## src/rtl/fp8_mul_arbiter.sv

```systemverilog
// fp8_mul_arbiter
// Round-robin arbiter and sequencer sharing one FP8 multiplier among NUM_REQ
// requesters. Grants one operand pair per cycle, drives the multiplier issue
// registers, tracks in-flight ops with a tag pipe matched to MUL_LAT, and
// returns each product to the requester that issued it. A granted requester
// with lock set may keep the grant for up to MAX_BURST consecutive transfers.
// Optional build macro FP8_ARB_PERF_EN adds per-requester 16-bit saturating
// grant counters read through perf_sel / perf_cnt.
module fp8_mul_arbiter #(
  parameter int NUM_REQ   = 4,
  parameter int W         = 8,
  parameter int MUL_LAT   = 1,
  parameter int MAX_BURST = 4
) (
  input  logic                       clk,
  input  logic                       rst,
  input  logic                       en,
  input  logic [NUM_REQ-1:0]         req,
  input  logic [NUM_REQ-1:0]         lock,
  input  logic [NUM_REQ*W-1:0]       opa,
  input  logic [NUM_REQ*W-1:0]       opb,
  output logic [NUM_REQ-1:0]         gnt,
  output logic [W-1:0]               mul_a,
  output logic [W-1:0]               mul_b,
  output logic                       mul_vld,
  input  logic [W-1:0]               mul_p,
  output logic [NUM_REQ-1:0]         rsp_vld,
  output logic [W-1:0]               rsp_data,
  output logic [$clog2(NUM_REQ)-1:0] rsp_id,
  output logic                       busy
`ifdef FP8_ARB_PERF_EN
  ,
  input  logic [$clog2(NUM_REQ)-1:0] perf_sel,
  output logic [15:0]                perf_cnt
`endif
);

  localparam int IW = $clog2(NUM_REQ);

  typedef enum logic {
    S_ARB,
    S_LOCK
  } state_t;

  state_t        state, state_nxt;
  logic [IW-1:0] ptr, ptr_nxt;
  logic [IW-1:0] owner, owner_nxt;
  logic [3:0]    burst_cnt, burst_nxt;

  logic [IW-1:0] gnt_idx;
  logic          xfer;
  logic [W-1:0]  sel_a, sel_b;

  logic [IW-1:0] iss_id;
  logic          ex_vld;
  logic [IW-1:0] ex_id;
  logic          pipe_busy;

  // Next requester index after i, wrapping at NUM_REQ (which need not be a power of two).
  function automatic logic [IW-1:0] wrap_inc(input logic [IW-1:0] i);
    if (int'(i) == NUM_REQ - 1) return '0;
    return i + 1'b1;
  endfunction

  // Grant: owner only while locked, otherwise the first request at/after ptr.
  always_comb begin : p_grant
    logic          found;
    logic [IW-1:0] cand;
    int            j;
    // NOTE: every combinational output gets a default first so no path leaves it unassigned (no latch).
    found   = 1'b0;
    cand    = '0;
    j       = 0;
    gnt     = '0;
    gnt_idx = '0;
    if (!rst && en) begin
      if (state == S_LOCK) begin
        gnt_idx = owner;
        found   = req[owner];
      end else begin
        for (int k = 0; k < NUM_REQ; k++) begin
          j = int'(ptr) + k;
          if (j >= NUM_REQ) j = j - NUM_REQ;
          cand = IW'(j);
          if (!found && req[cand]) begin
            found   = 1'b1;
            gnt_idx = cand;
          end
        end
      end
      gnt[gnt_idx] = found;
    end
  end

  assign xfer = |gnt;

  // Operand mux for the granted requester.
  always_comb begin
    sel_a = '0;
    sel_b = '0;
    for (int i = 0; i < NUM_REQ; i++) begin
      if (int'(gnt_idx) == i) begin
        sel_a = opa[i*W +: W];
        sel_b = opb[i*W +: W];
      end
    end
  end

  // FSM next state: ARB/LOCK transitions, pointer update and burst counting.
  always_comb begin
    state_nxt = state;
    ptr_nxt   = ptr;
    owner_nxt = owner;
    burst_nxt = burst_cnt;
    if (!en) begin
      state_nxt = S_ARB;
      burst_nxt = '0;
    end else if (state == S_ARB) begin
      if (xfer) begin
        if (lock[gnt_idx] && (MAX_BURST > 1)) begin
          state_nxt = S_LOCK;
          owner_nxt = gnt_idx;
          burst_nxt = 4'd1;
        end else begin
          ptr_nxt = wrap_inc(gnt_idx);
        end
      end
    end else begin
      // In LOCK with req[owner] high a transfer always happens this cycle.
      if (!req[owner] || !lock[owner] || (burst_cnt + 4'd1 == 4'(MAX_BURST))) begin
        state_nxt = S_ARB;
        burst_nxt = '0;
        ptr_nxt   = wrap_inc(owner);
      end else begin
        burst_nxt = burst_cnt + 4'd1;
      end
    end
  end

  // Arbitration state registers.
  always_ff @(posedge clk) begin
    // NOTE: sequential state uses non-blocking assignments so every register samples pre-edge values.
    if (rst) begin
      state     <= S_ARB;
      ptr       <= '0;
      owner     <= '0;
      burst_cnt <= '0;
    end else begin
      state     <= state_nxt;
      ptr       <= ptr_nxt;
      owner     <= owner_nxt;
      burst_cnt <= burst_nxt;
    end
  end

  // Issue stage: capture operands and requester id on each transfer.
  always_ff @(posedge clk) begin
    if (rst) begin
      mul_a   <= '0;
      mul_b   <= '0;
      mul_vld <= 1'b0;
      iss_id  <= '0;
    end else begin
      mul_vld <= xfer;
      if (xfer) begin
        mul_a  <= sel_a;
        mul_b  <= sel_b;
        iss_id <= gnt_idx;
      end
    end
  end

  // Tag pipe: {valid, id} delayed by MUL_LAT so it exits alongside mul_p.
  generate
    if (MUL_LAT == 0) begin : g_no_pipe
      assign ex_vld    = mul_vld;
      assign ex_id     = iss_id;
      assign pipe_busy = 1'b0;
    end else begin : g_pipe
      logic [MUL_LAT-1:0] t_vld;
      logic [IW-1:0]      t_id [MUL_LAT];

      // Shift tags one stage per cycle; only the valid bits are cleared by reset.
      always_ff @(posedge clk) begin
        if (rst) begin
          t_vld <= '0;
        end else begin
          t_vld[0] <= mul_vld;
          for (int s = 1; s < MUL_LAT; s++) t_vld[s] <= t_vld[s-1];
        end
        // NOTE: the id array is not reset; it is only consumed when its valid bit is set.
        t_id[0] <= iss_id;
        for (int s = 1; s < MUL_LAT; s++) t_id[s] <= t_id[s-1];
      end

      assign ex_vld    = t_vld[MUL_LAT-1];
      assign ex_id     = t_id[MUL_LAT-1];
      assign pipe_busy = |t_vld;
    end
  endgenerate

  // Response stage: register the product and route it to the issuing requester.
  always_ff @(posedge clk) begin
    if (rst) begin
      rsp_vld  <= '0;
      rsp_data <= '0;
      rsp_id   <= '0;
    end else begin
      rsp_vld <= ex_vld ? (NUM_REQ'(1) << ex_id) : '0;
      if (ex_vld) begin
        rsp_data <= mul_p;
        rsp_id   <= ex_id;
      end
    end
  end

  assign busy = mul_vld | pipe_busy;

`ifdef FP8_ARB_PERF_EN
  logic [15:0] perf_q [NUM_REQ];

  // Per-requester saturating grant counters.
  always_ff @(posedge clk) begin
    for (int i = 0; i < NUM_REQ; i++) begin
      if (rst) perf_q[i] <= '0;
      else if (gnt[i] && (perf_q[i] != 16'hFFFF)) perf_q[i] <= perf_q[i] + 16'd1;
    end
  end

  assign perf_cnt = perf_q[perf_sel];
`endif

endmodule
```

## config.mk

```make
export PLATFORM = sky130hd
export DESIGN_NAME = fp8_mul_arbiter
export DESIGN_NICKNAME = d
export VERILOG_FILES = /design/src/rtl/fp8_mul_arbiter.sv
export SDC_FILE = /design/constraint.sdc
export NUM_CORES = 1
export LEC_CHECK = 0
export ABC_CLOCK_PERIOD_IN_PS = 3300
export BUFFER_PORTS_ARGS = -buffer_cell sky130_fd_sc_hd__buf_2
export CAP_MARGIN = 20
export CORE_UTILIZATION = 47
export CTS_CLUSTER_SIZE = 8
export DETAILED_ROUTE_END_ITERATION = 10
export GPL_TIMING_DRIVEN = 1
export PLACE_DENSITY_LB_ADDON = 0.08
export SETUP_SLACK_MARGIN = 0.5
export SYNTH_ARGS = -nofsm -noshare
export SYNTH_HDL_FRONTEND = slang
export SYNTH_SLANG_ARGS = --single-unit
export TNS_END_PERCENT = 10
```

## constraint.sdc

```tcl
create_clock -name clk -period 3.3 [get_ports clk]
set_input_delay 0.33 -clock clk [delete_from_list [all_inputs] [get_ports clk]]
set_output_delay 0.33 -clock clk [all_outputs]
set_load 0.01 [all_outputs]
```

### Yosys cells after proc, flatten, opt, wreduce, memory -nomap -nowiden

Memory sizes are Yosys's and may differ from the RTL's.
Cells that the tools add are included.
Widths: inputs -> output; s select.

| storage, ports and cells | value |
|---|---|
| bits in registers | 43 |
| bits in latches | 0 |
| memory bits (writable) | 2 |
| ROM bits | 0 |
| bits of input ports | 83 |
| logic and storage cells | 151 |
| memories | 1 |

Memory list:

| name | depth | bits a word | rd ports | clocked after Yosys merged registers in | wr ports | line | source |
|---|---|---|---|---|---|---|---|
| g_pipe.t_id | 1 | 2 | 1 | 0 | 1 | 181 | `logic [IW-1:0] t_id [MUL_LAT];` |

| operators by class | value |
|---|---|
| $add $sub $neg | 10 |
| multipliers | 0 |
| divide/modulo/power cells | 0 |
| $lt $le $gt $ge | 12 |
| equality and inequality tests | 7 |
| shift operators | 1 |
| multiplexer cells | 81 |
| bitwise operators | 5 |
| reduce and logical (&&, ||, !) cells | 22 |

Operators by type and width:

| kind | number |
|---|---|
| $mux 8 | 8 |
| $mux 2 | 27 |
| $mux 1 | 33 |
| $lt 2x3->1 const B | 7 |
| $mux 4 | 5 |
| $bmux 1 s2 | 7 |
| $ge 3x3->1 const B | 3 |
| $reduce_and 4->1 | 2 |
| $sub 2x1->2 const B | 4 |
| $add 2x2->3 const B | 2 |
| $logic_not 1->1 | 6 |
| $logic_and 1x1->1 | 5 |
| $add 2x1->2 const B | 2 |
| $add 4x1->4 const B | 1 |
| $and 4x4->4 | 1 |
| $eq 2x1->1 const B | 2 |
| $eq 2x2->1 const B | 2 |
| $eq 4x3->1 const B | 1 |
| $reduce_bool 2->1 | 2 |
| $reduce_or 2->1 | 2 |
| $reduce_or 4->1 | 1 |
| $shl 1x2->4 const A | 1 |
| $add 2x1->3 const B | 1 |
| $ge 2x3->1 const B | 1 |
| other kinds (9) | 12 |

### Logic depth before layout (Yosys ltp)

Gate-level depths: netlist (run 1).

| logic depth | value |
|---|---|
| depth in word-level cells | 38 |
| mapped depth | 15 |
| depth with buffers taken out | 12 |

### Worst setup path after synthesis (run 1)

No wires, ideal clock.

| path | value |
|---|---|
| path kind | reg2reg |
| start point | reg ptr[1] |
| end point | reg mul_b[0] |
| library setup time | 0.114 ns |
| arrival time | 2.873 ns |
| required time | 3.186 ns |
| path slack | 0.313 ns |
| cell stages (with the launch flop) | 16 |
| cell sequence | dfxtp_1 -> buf_6 -> mux2_4 -> a221o_1 -> o21ai_0 -> nand2_1 -> inv_1 -> ha_1 -> clkbuf_1 -> nor2b_1 -> clkbuf_1 -> a22oi_1 -> nor2_1 -> a21oi_1 -> o21ai_0 -> a21o_1 |

| on the way | value |
|---|---|
| elaborated cells on any way between the ends | 72 |
| those cells by class | add/sub: 7; order compare: 6; eq/ne: 3; mux: 46; bitwise: 1; reduce/logical: 9 |

RTL lines:

| item | line | source |
|---|---|---|
| start, declared | 46 | `logic [IW-1:0] ptr, ptr_nxt;` |
| start signal, assigned | 150 | `ptr <= ptr_nxt;` |
| $ge 2x3->1 or $sub 2x1->2 (tied branches) | 83 | `if (j >= NUM_REQ) j = j - NUM_REQ;` |
| $mux 2 | 83 |  |
| $mux 2 | 77 | `if (state == S_LOCK) begin` |
| $mux 2 | 76 | `if (!rst && en) begin` |
| $bmux 1 s2 | 85 | `if (!found && req[cand]) begin` |
| $mux 1 (implied by the code) | 85 |  |
| $mux 1 | 85 |  |
| $mux 1 | 77 |  |
| [... 12 more ...] | n/a |  |
| $logic_and 1x1->1 | 85 |  |
| $mux 2 * | 85 |  |
| $mux 2 * | 77 |  |
| $mux 2 * (2 in a row) | 76 |  |
| via gnt_idx[0] | 50 | `logic [IW-1:0] gnt_idx;` |
| $logic_not 2->1 | 102 | `if (int'(gnt_idx) == i) begin` |
| $mux 8 (3 in a row) | 102 |  |
| $mux 8 * | 102 |  |
| end signal, assigned | 167 | `mul_b <= sel_b;` |
| end, declared | 24 | `output logic [W-1:0] mul_b,` |

Mark *: on every way through the listed nets, which the timed path passes. The rest lies on a longest branch. The select of a mux whose other input is x is not followed.
A chain may end at the register's enable or synchronous reset.

### Worst setup path after layout (run 1)

| path | value |
|---|---|
| start point | reg ptr[1] |
| end point | reg mul_a[7] |

| on the way | value |
|---|---|
| elaborated cells on any way between the ends | 72 |
| those cells by class | add/sub: 7; order compare: 6; eq/ne: 3; mux: 46; bitwise: 1; reduce/logical: 9 |

RTL lines:

| item | line | source |
|---|---|---|
| $ge 2x3->1 or $sub 2x1->2 (tied branches) | 83 |  |
| $mux 2 | 83 |  |
| $mux 2 | 77 |  |
| $mux 2 | 76 |  |
| $bmux 1 s2 | 85 |  |
| $mux 1 (implied by the code) | 85 |  |
| $mux 1 | 85 |  |
| $mux 1 | 77 |  |
| [... 12 more ...] | n/a |  |
| $logic_and 1x1->1 | 85 |  |
| $mux 2 * | 85 |  |
| $mux 2 * | 77 |  |
| $mux 2 * (2 in a row) | 76 |  |
| via gnt_idx[0] | 50 |  |
| $logic_not 2->1 | 102 |  |
| $mux 8 (3 in a row) | 102 |  |
| $mux 8 * | 102 |  |
| end signal, assigned | 166 | `mul_a <= sel_a;` |
| end, declared | 23 | `output logic [W-1:0] mul_a,` |

Marks and branches as above.

==> results of run 1 <==
-- state kept, by name, summed over array words and instances (netlist names), 2 cells and up --
signal,flops
rsp_data,8
burst_cnt,4
rsp_id,2
ptr,2
iss_id,2
rsp_vld,4
mul_a,8
mul_b,8
owner,2
g_pipe.t_id,2
-- kinds of logic (layout without fill, tap and decap cells) --
| group | Yosys count | in the layout | share of synthesized area (%) |
|---|---|---|---|
| AND/OR/NAND/NOR | 128 | 128 | 24.3 |
| AO/OA/AOI/OAI | 108 | 108 | 27.6 |
| flip-flops | 45 | 45 | 33.8 |
| buffers and inverters | 31 | 152 | 4.83 |
| multiplexers | 15 | 15 | 6.33 |
| adder cells (fa/ha/maj) | 6 | 6 | 2.82 |
| XOR/XNOR | 1 | 1 | 0.329 |
-- final timing paths --
path                                start                end  slack (ns)  cells past startpoint
worst max register to register     ptr[1]           mul_a[7]        0.68                     12
worst max-delay path               ptr[1]           mul_a[7]        0.68                     12
worst min register to register  iss_id[0]  g_pipe.t_id[0][0]        0.35                      0
worst min-delay path             mul_p[4]        rsp_data[4]        0.27                      3
-- layer usage --
metal / vias up / part of all wire, % / track usage, %
met5: - / 0 / 0
met4: 0 / 1.6 / 8.49
met3: 13 / 7.0 / 6.43
met2: 97 / 49 / 44.4
met1: 1256 / 42 / 27.9
li1: 1446 / - / -
-- power groups by stage --
stage	Clock [mW]	Sequential [mW]	Combinational, mW
floorplan	0	0.640	0.263
detailed placement	0	0.635	0.433
global route	0.392	0.629	0.498
global placement	0	0.632	0.430
finish	0.356	0.622	0.448
CTS	0.367	0.623	0.436
-- area by class of cell --
cell class | count | area (sq um) | share of cell area, %
sequential | 45 | 905 | 25.8
inverter | 8 | 30.0 | 0.856
tap | 72 | 90.1 | 2.57
clock buffer | 5 | 68.8 | 1.96
timing repair buffer | 136 | 729 | 20.8
multi-input combinational | 258 | 1660 | 47.3
clock inverter | 3 | 25.0 | 0.713
-- cell usage in the layout, fill, tap and decap left out, types with 3 or more instances in the layout --
cell type,n
a21o_1,16
a21oi_1,20
a22oi_1,15
a31oi_1,3
buf_2,118
buf_4,17
clkbuf_8,5
dfxtp_1,44
ha_1,6
inv_1,8
mux2i_1,12
nand2_1,33
nand2b_1,11
nand3_1,7
nor2_1,36
nor2b_1,5
nor3_1,4
nor3b_1,17
o211ai_1,5
o21ai_0,23
or3_1,4
-- timing repair --
item | in CTS | in global routing
setup endpoints to repair | 15 | 20
hold buffers | 0 | 0
pin swaps | 0 | 1
buffers inserted | 0 | 6
resized for setup | 1 | 4
-- stage by stage --
stage | worst slack (ns) | instances | utilization, % | power [mW] | hold slack [ns]
final | 0.682 | 527 | 64.1 | 1.43 | 0.265
after global routing | 0.479 | 527 | 64.1 | 1.52 | 0.263
after CTS | 0.504 | 521 | 63.1 | 1.43 | 0.256
after detailed placement | 0.227 | 513 | 61.3 | 1.07 | 0.343
after global placement | 0.386 | 513 | 61.3 | 1.06 | 0.341
after floorplan | 0.530 | 334 | - | 0.904 | 0.332
-- worst min-delay path, delay by kind of cell --
family	cells	cell delay, ns
AND/OR/NAND/NOR	1	0.07
buffers and inverters	1	0.08
multiplexers	1	0.05
==> flow_metrics.py, run 1 <==
metrics = {
    "run_status": {
        "outcome": "finished, final reports clean",
    },
    "die": {
        "fp.dieW_microns": 77.3,
        "start_util_pct": 48.7,
        "dieHeight_microns": 77.3,
        "ios": 119,
        "core_sq_mm": 0.00547,
        "dieArea_sq_mm": 0.00598,
        "num_rows": 27,
    },
    "power_and_ir_drop": {
        "p_int_uw": 954,
        "p_comb_share_pct": 31.4,
        "power_frac_clock_pct": 25.0,
        "p_per_area_mw_per_mm2": 407,
        "power_switching_uw": 473,
        "p_leak_nw": 1.71,
        "ir_worst_vdd_uv": 202,
        "power_frac_seq_pct": 43.6,
        "sw_frac_of_total_pct": 33.1,
    },
    "route": {
        "drtIter0Drc": 127,
        "drc": 0,
        "totalWireLength_microns": 7250,
        "vias": 2812,
        "post_drt_wl_per_cell_microns": 13.8,
        "avgViaCountPerCell": 5.34,
        "drtPass1Iterations": 4,
        "antenna_left": 0,
    },
    "worst_setup_path": {
        "worstSetupPathType": "reg -> reg",
        "worst_ep_arrival_time_ns": 2.86,
        "cpPeakStageDelay_ns": 0.40,
        "critPathCaptureType": "flop",
        "start_kind": "flop",
        "crit_chain": "mux2_4 -> a221o_1 -> o21ai_1 -> nand2_1 -> inv_1 -> ha_1 -> buf_6 -> a22oi_1 -> nor2_1 -> a21oi_1 -> o21ai_0 -> a21o_1",
        "cp_num_buf_inv": 2,
        "crit_required_ns": 3.54,
        "critPathMaxFanout": 17,
        "critical-path-top-delay-family": "compound AO/OA/AOI/OAI gates",
        "cp_slowest_cell": "dfxtp_4",
    },
    "placed_design": {
        "routabilityCongestion": 0.878,
        "portBuffers": 118,
        "place_area_sq_mm": 0.00336,
        "dp_hpwl_microns": 5430,
    },
    "clock_network": {
        "clk_latency_ns": 0.30,
        "cts_tree": "done",
        "cts_buffers": 5,
        "cts_root_buffer": "clkbuf_8",
        "h-tree-depth": 2,
        "cts.sinks": 45,
        "clk_path_buf_depth": 2,
        "clk_pin_slew_worst_paths_ns": 0.09,
    },
    "yosys": {
        "netlist_top_cells_count": "dfxtp_1, nor2_1, nand2_1",
        "synth-main-ff-cell": "dfxtp_1",
        "yosys_register_bits": 45,
        "synth_top_cell_by_area": "dfxtp_1",
        "syn_area_sq_mm": 0.00267,
        "synthArstFlopShare_pct": 0,
        "synth.top_cells.by_area": "dfxtp_1, nor2_1, nor3b_1",
        "synth_edf_count": 0,
        "ys_seq_area_share_pct": 33.8,
        "yosysMostFrequentCell": "dfxtp_1",
        "yosys_warnings": 0,
        "syn_nets": 423,
        "synth_top_area_share_pct": 33.8,
        "synthCells": 334,
        "synth_cell_types": 53,
        "synth.avg_cell_area_sq_um": 7.98,
    },
    "job": {
        "drv_cap": 0,
    },
    "timing": {
        "finClkSkew_ns": 0.00997,
        "tns_ns": 0,
        "rsz0062_at_grt": "yes",
        "relSlewSlack_pct": 58.2,
        "hold_viol_final": 0,
        "worst_pin_slew_ns": 0.626,
        "post-route-period-util_pct": 79.3,
        "drv_slew": 0,
        "min_period_ns": 2.62,
        "setup_viol": 0,
        "max_freq_mhz": 382,
    },
    "global_routing": {
        "antenna_found_initial": 0,
        "grtUsageTotal_pct": 24.7,
        "grt_overflow_total": 0,
        "grt_max_degree": 42,
        "grt_pass1_wl_microns": 11800,
        "grt_pass1_vias": 2623,
    },
    "layout": {
        "drive_gt1_share_pct": 34.7,
        "diodes": 0,
        "areaGrowthSynthToFinish_pct": 31.6,
        "fillers": 508,
        "stdcell_area_sq_mm": 0.00351,
        "finalNetCount": 543,
    },
    "min_path": {
        "hp-class": "in -> reg",
    },
}
Note: power is estimated with default switching activity, not from simulation.
==> inputs of run 2 (changes only) <==
- ABC_AREA: not set -> 1
- ABC_CLOCK_PERIOD_IN_PS: 3300 -> 2400
- CORE_UTILIZATION: 47 -> 43
- clock period: 3.3 -> 2.4 ns (I/O delays scaled with it)
==> run 2 against run 1 <==
  * Sequential power increased by 35%
  * Worst setup slack got worse by 0.58 ns
  * Combinational power increased by 36%
  * Via count increased by 8.3%
  * Design area increased by 6.4%
  * Power increased by 36%
  * Critical path type is now reg -> out
  * First-iteration DRC count decreased by 35%
  * Die area increased by 8.4%
  * Register-to-register slack got worse by 0.56 ns
==> flow_metrics.py, run 2 <==
metrics = {
    "timing": {
        "relSlewSlack_pct": 71.6,
        "min_period_ns": 2.30,
        "setup_ws_ns": 0.103,
        "hold_viol_final": 0,
        "drv_slew": 0,
        "rsz0062_at_grt": "yes",
        "worst_pin_slew_ns": 0.424,
        "finClkSkew_ns": 0.00683,
        "post-route-period-util_pct": 95.7,
        "hold_ws_ns": 0.155,
        "setup_viol": 0,
        "max_freq_mhz": 435,
    },
    "power_and_ir_drop": {
        "ir_worst_vdd_uv": 260,
        "p_comb_share_pct": 31.4,
        "power_frac_clock_pct": 25.3,
        "p_leak_nw": 1.86,
        "p_per_area_mw_per_mm2": 518,
        "power_switching_uw": 648,
        "power_frac_seq_pct": 43.3,
        "sw_frac_of_total_pct": 33.5,
        "p_int_mw": 1.29,
    },
    "worst_setup_path": {
        "reg2reg_depth": 19,
        "crit_path_start": "ptr[0]",
        "worst_ep_arrival_time_ns": 2.06,
        "reg2reg_setup_slack_ns": 0.12,
        "cp_common_cell": "nand2_1",
        "cpPeakStageDelay_ns": 0.36,
        "critical_path.endpoint": "gnt[0]",
        "cp_slowest_cell": "dfxtp_2",
        "crit_required_ns": 2.16,
        "critPathMaxFanout": 9,
        "worstSetupPathType": "reg -> out",
        "critPathCaptureType": "output pin",
        "r2r_start": "ptr[0]",
        "timing.rr.end": "mul_b[5]",
        "start_kind": "flop",
        "crit_chain": "buf_12 -> inv_8 -> nand2_2 -> nand2_2 -> nand2_1 -> nand2_1 -> nand4_1 -> nand4_1 -> nand2_1 -> inv_1 -> nor3_1 -> buf_2",
    },
    "layout": {
        "finalNetCount": 623,
        "areaGrowthSynthToFinish_pct": 40.9,
        "final_cell_mix": "buf_2, nand2_1, dfxtp_1",
        "drive_gt1_share_pct": 38.1,
        "diodes": 0,
        "top_regs": "mul_a (8), mul_b (8), rsp_data (8)",
        "final_common_cell": "buf_2",
    },
    "die": {
        "core_sq_mm": 0.00592,
        "fp.dieW_microns": 80.5,
        "num_rows": 28,
        "ios": 119,
        "start_util_pct": 44.8,
        "dieArea_sq_mm": 0.00648,
        "dieHeight_microns": 80.5,
    },
    "clock_network": {
        "cts_tree": "done",
        "clk_latency_ns": 0.30,
        "h-tree-depth": 2,
        "clk_pin_slew_worst_paths_ns": 0.09,
        "cts.sinks": 45,
        "cts_buffers": 5,
        "clk_path_buf_depth": 2,
        "cts_root_buffer": "clkbuf_8",
    },
    "yosys": {
        "syn_nets": 498,
        "yosysMostFrequentCell": "nand2_1",
        "synth.avg_cell_area_sq_um": 6.48,
        "synthCells": 409,
        "synth_edf_count": 0,
        "synth_top_cell_by_area": "dfxtp_1",
        "syn_area_sq_mm": 0.00265,
        "synthArstFlopShare_pct": 0,
        "synth.top_cells.by_area": "dfxtp_1, nand2_1, o21ai_0",
        "synth-main-ff-cell": "dfxtp_1",
        "ys_seq_area_share_pct": 34.0,
        "netlist_top_cells_count": "nand2_1, o21ai_0, dfxtp_1",
        "synth_cell_types": 31,
        "synth_top_area_share_pct": 34.0,
        "yosys_warnings": 0,
        "yosys_register_bits": 45,
    },
    "placed_design": {
        "dp_hpwl_microns": 5520,
        "routabilityCongestion": 0.856,
        "portBuffers": 118,
        "dp_slack_ns": -0.0251,
    },
    "min_path": {
        "hp-class": "in -> reg",
    },
    "route": {
        "drtPass1Iterations": 4,
        "totalWireLength_microns": 7220,
        "drc": 0,
        "post_drt_wl_per_cell_microns": 11.8,
        "vias": 3046,
        "antenna_left": 0,
        "avgViaCountPerCell": 4.99,
        "drtIter0Drc": 82,
    },
    "global_routing": {
        "grt_pass1_wl_microns": 11300,
        "grtUsageTotal_pct": 22.3,
        "grt_pass1_vias": 2607,
        "grt_max_degree": 33,
        "grt_overflow_total": 0,
        "antenna_found_initial": 0,
    },
    "run_status": {
        "outcome": "finished, final reports clean",
    },
    "job": {
        "drv_cap": 0,
    },
}
run 2: cell count changes after synthesis, sizes merged, moves of 8 or more:
cell / previous run / this run
a21oi: 20 / 28
o21ai: 24 / 62
nor3b: 17 / 0
nand2b: 11 / 0
mux2i: 12 / 0
a21o: 16 / 0
nand3: 7 / 41
a22oi: 15 / 0
inv: 8 / 30
nand2: 33 / 114
run 2: worst min-delay path by stage:
stage	to	slack [ns]	start	depth (start not counted)
after CTS	rsp_data[4]	0.15	mul_p[4]	3
after floorplan	owner[0]	0.31	rst	1
final	rsp_data[4]	0.15	mul_p[4]	3
after global placement	g_pipe.t_id[0][1]	0.34	iss_id[1]	0
after global routing	rsp_data[1]	0.16	mul_p[1]	3
after detailed placement	g_pipe.t_id[0][0]	0.34	iss_id[0]	0
run 2: stage by stage:
stage / setup TNS (ns) / cells / total power [mW] / utilization [%] / instance area, sq um
after CTS: 0 / 607 / 1.93 / 62.1 / 3670
after detailed placement: -0.0456 / 591 / 1.40 / 58.3 / 3450
final: 0 / 610 / 1.93 / 63.1 / 3730
after global placement: 0 / 591 / 1.40 / 58.3 / 3450
after floorplan: 0 / 409 / 1.20 / - / 2780
after global routing: -0.343 / 610 / 2.05 / 63.1 / 3730
run 2: what timing repair did:
item,4_1_cts,5_1_grt
hold buffers,0,0
gates resized for setup,16,21
pin swaps,10,20
buffers inserted,7,3
gates cloned,1,0
setup endpoints to repair,29,29
run 2: power groups by stage:
stage	logic (mW)	registers, mW	clock network (mW)
after CTS	0.590	0.836	0.499
after detailed placement	0.549	0.854	0
after floorplan	0.333	0.871	0
after global routing	0.678	0.845	0.531
after global placement	0.545	0.854	0
final	0.608	0.837	0.489
run 2: final cells by class:
| class | instances | area (sq um) |
|---|---|---|
| sequential | 45 | 906 |
| multi-input combinational | 311 | 1670 |
| inverter | 31 | 136 |
| timing repair buffer | 140 | 838 |
| tap | 75 | 93.8 |
| clock buffer | 5 | 68.8 |
| fill | 563 | 2190 |
| clock inverter | 3 | 25.0 |
run 2: logic make-up after synthesis:
family	count (synthesis)	synth area share, %
simple gates	207	35.7
compound gates	96	18.5
buf+inv	53	8.26
flops	45	34.0
fa+ha+maj	6	2.83
xor+xnor	2	0.661
run 2: worst max-delay path: cells and delay by family (launching register included):
family                 cells  cell delay, ns
DFF                        1            0.36
and+or+nand+nor            8            0.96
buffers and inverters      4            0.42
run 2: metal layers:
layer  vias to the layer above  global-route usage (%)  wire length, microns
li1                       1601                       -                     -
met1                      1321                    29.4                  3390
met2                       113                    36.8                  3290
met3                        11                    3.30                   404
met4                         0                    7.68                   134
met5                         -                       0                     0
==> inputs of run 3 (changes only) <==
- CORE_UTILIZATION: 43 -> 44
- CTS_BUF_LIST: not set -> sky130_fd_sc_hd__clkbuf_2 sky130_fd_sc_hd__clkbuf_4 sky130_fd_sc_hd__clkbuf_8
- GPL_TIMING_DRIVEN: 1 -> not set
==> run 3 against run 2 <==
  * Register-to-register slack worse by 0.098 ns
  * Power rose by 4.7%
  * Sequential share of layout area shrank 1.7 points
  * Wire length grew 11%
  * Clock skew rose by 0.010 ns
  * Sequential cell count did not move
  * Die area is 2.2% lower
  * Count of clock-buffer cells in the layout did not move
  * Clock power about the same
  * Critical path type is now reg -> reg
  * Non-clock buffer count rose by 10
  * Global-route usage rose by 1.6 points
  * First-iteration DRC count up 16%
==> flow_metrics.py, run 3 (synthesized netlist as in run 2, its figures left out) <==
metrics = {
    "run_status": {
        "outcome": "finished, final reports clean",
    },
    "worst_setup_path": {
        "reg2reg_depth": 19,
        "critPathCaptureType": "flop",
        "crit_required_ns": 2.60,
        "start_kind": "flop",
        "worst_ep_arrival_time_ns": 2.58,
        "r2r_start": "ptr[0]",
        "timing.rr.end": "mul_b[1]",
        "worstSetupPathType": "reg -> reg",
        "reg2reg_setup_slack_ns": 0.02,
        "critPathMaxFanout": 8,
    },
    "min_path": {
        "hp-class": "in -> reg",
        "hold_start": "mul_p[2]",
        "min_to": "rsp_data[2]",
        "hold_path_depth": 3,
    },
    "route": {
        "antenna_left": 0,
        "vias": 3148,
        "avgViaCountPerCell": 5.10,
        "drc": 0,
        "drtIter0Drc": 95,
        "post_drt_wl_per_cell_microns": 13.0,
        "drtPass1Iterations": 5,
        "totalWireLength_microns": 8000,
    },
    "power_and_ir_drop": {
        "p_leak_nw": 1.98,
        "sw_frac_of_total_pct": 34.3,
        "power_frac_clock_pct": 24.1,
        "p_comb_share_pct": 34.6,
        "p_per_area_mw_per_mm2": 504,
        "power_switching_uw": 694,
        "p_int_mw": 1.33,
        "power_frac_seq_pct": 41.4,
        "ir_worst_vdd_uv": 258,
    },
    "layout": {
        "final_common_cell": "buf_2",
        "drive_gt1_share_pct": 42.6,
        "seqCellArea_sq_um": 908,
        "diodes": 0,
        "multi_input_area_sq_mm": 0.00181,
        "final_cell_mix": "buf_2, nand2_1, dfxtp_1",
        "fillers": 500,
        "areaGrowthSynthToFinish_pct": 51.6,
        "final_core_util_pct": 71.2,
        "stdcell_count": 617,
        "finalNetCount": 633,
        "top_regs": "mul_a (8), mul_b (8), rsp_data (8)",
    },
    "die": {
        "start_util_pct": 47.0,
        "core_sq_mm": 0.00564,
        "ios": 119,
        "dieArea_sq_mm": 0.00634,
        "dieHeight_microns": 79.6,
        "num_rows": 27,
        "fp.dieW_microns": 79.6,
    },
    "timing": {
        "tns_ns": 0,
        "worst_pin_slew_ns": 0.415,
        "drv_slew": 0,
        "setup_viol": 0,
        "finClkSkew_ns": 0.0170,
        "max_freq_mhz": 421,
        "relSlewSlack_pct": 72.2,
        "rsz0062_at_grt": "yes",
        "min_period_ns": 2.38,
        "setup_ws_ns": 0.0221,
        "post-route-period-util_pct": 99.1,
        "hold_viol_final": 0,
    },
    "global_routing": {
        "grtUsageTotal_pct": 23.9,
        "grt_pass1_wl_microns": 12000,
        "grt_pass1_vias": 2737,
        "grt_overflow_total": 0,
        "grt_max_degree": 33,
        "antenna_found_initial": 0,
    },
    "clock_network": {
        "cts_tree": "done",
        "h-tree-depth": 2,
        "cts_root_buffer": "clkbuf_8",
        "clk_latency_ns": 0.31,
        "ctsHoldBuffers": 0,
        "cts_buffers": 5,
        "clk_path_buf_depth": 2,
        "clk_pin_slew_worst_paths_ns": 0.10,
        "cts.sinks": 45,
    },
    "placed_design": {
        "routabilityCongestion": 0.881,
        "dp.cells": 591,
        "dp_hpwl_microns": 5620,
        "portBuffers": 118,
        "dp_slack_ns": -0.0406,
    },
    "job": {
        "drv_cap": 0,
    },
}
-- run 3: power groups by stage --
stage	Combinational, mW	Sequential (mW)	Clock (mW)
after floorplan	0.333	0.871	0
after global placement	0.544	0.853	0
after detailed placement	0.551	0.854	0
after CTS	0.601	0.836	0.499
after global routing	0.764	0.844	0.530
final	0.700	0.837	0.487
-- run 3: cell type report --
cell class | count | area share, %
Clock buffer | 5 | 1.71
Inverter | 31 | 3.80
Tap cell | 72 | 2.24
Clock inverter | 3 | 0.623
Timing Repair Buffer | 150 | 23.9
Sequential cell | 45 | 22.6
Multi-Input combinational cell | 311 | 45.1
-- run 3: timing repair --
action                     in CTS  in global routing
buffers inserted               10                  4
resized for setup              31                 63
setup endpoints to repair      29                 31
cloned                          1                  3
pin swaps                      11                 32
-- run 3: worst max path at each step --
stage	startpoint	to	slack, ns	cells past startpoint
floorplan	ptr[0]	mul_b[1]	0.21	21
global placement	ptr[0]	mul_a[4]	0.01	14
detailed placement	ptr[0]	mul_a[0]	-0.04	19
CTS	ptr[0]	mul_a[2]	0.12	19
global route	ptr[0]	mul_b[1]	-0.12	19
finish	ptr[0]	mul_b[1]	0.02	19
-- run 3: routing by layer --
layer,up-vias,wire (microns),GRT usage (%)
met5,-,0,0
met4,0,65,6.91
met3,6,475,5.14
met2,113,3910,40.9
met1,1403,3550,30.0
li1,1626,-,-
-- run 3: worst max-delay path, cell delays in order, from the launching register on --
cell	delay [ns]
dfxtp_4	0.38
buf_12	0.14
inv_16	0.05
nand2_2	0.06
nand3_2	0.09
nand2_4	0.08
inv_4	0.05
nand4_1	0.08
nand4_1	0.17
nand3_4	0.20
inv_4	0.06
ha_4	0.18
buf_8	0.14
buf_4	0.13
a21oi_2	0.09
nand2_1	0.06
o21ai_1	0.09
o21ai_1	0.10
nand2_1	0.07
o21ai_1	0.05
-- run 3: metrics by stage --
step	hold slack, ns	power (mW)	area (sq um)
floorplan	0.309	1.20	2780
CTS	0.150	1.94	3710
detailed placement	0.351	1.40	3440
finish	0.150	2.02	4020
global route	0.151	2.14	4020
global placement	0.342	1.40	3440
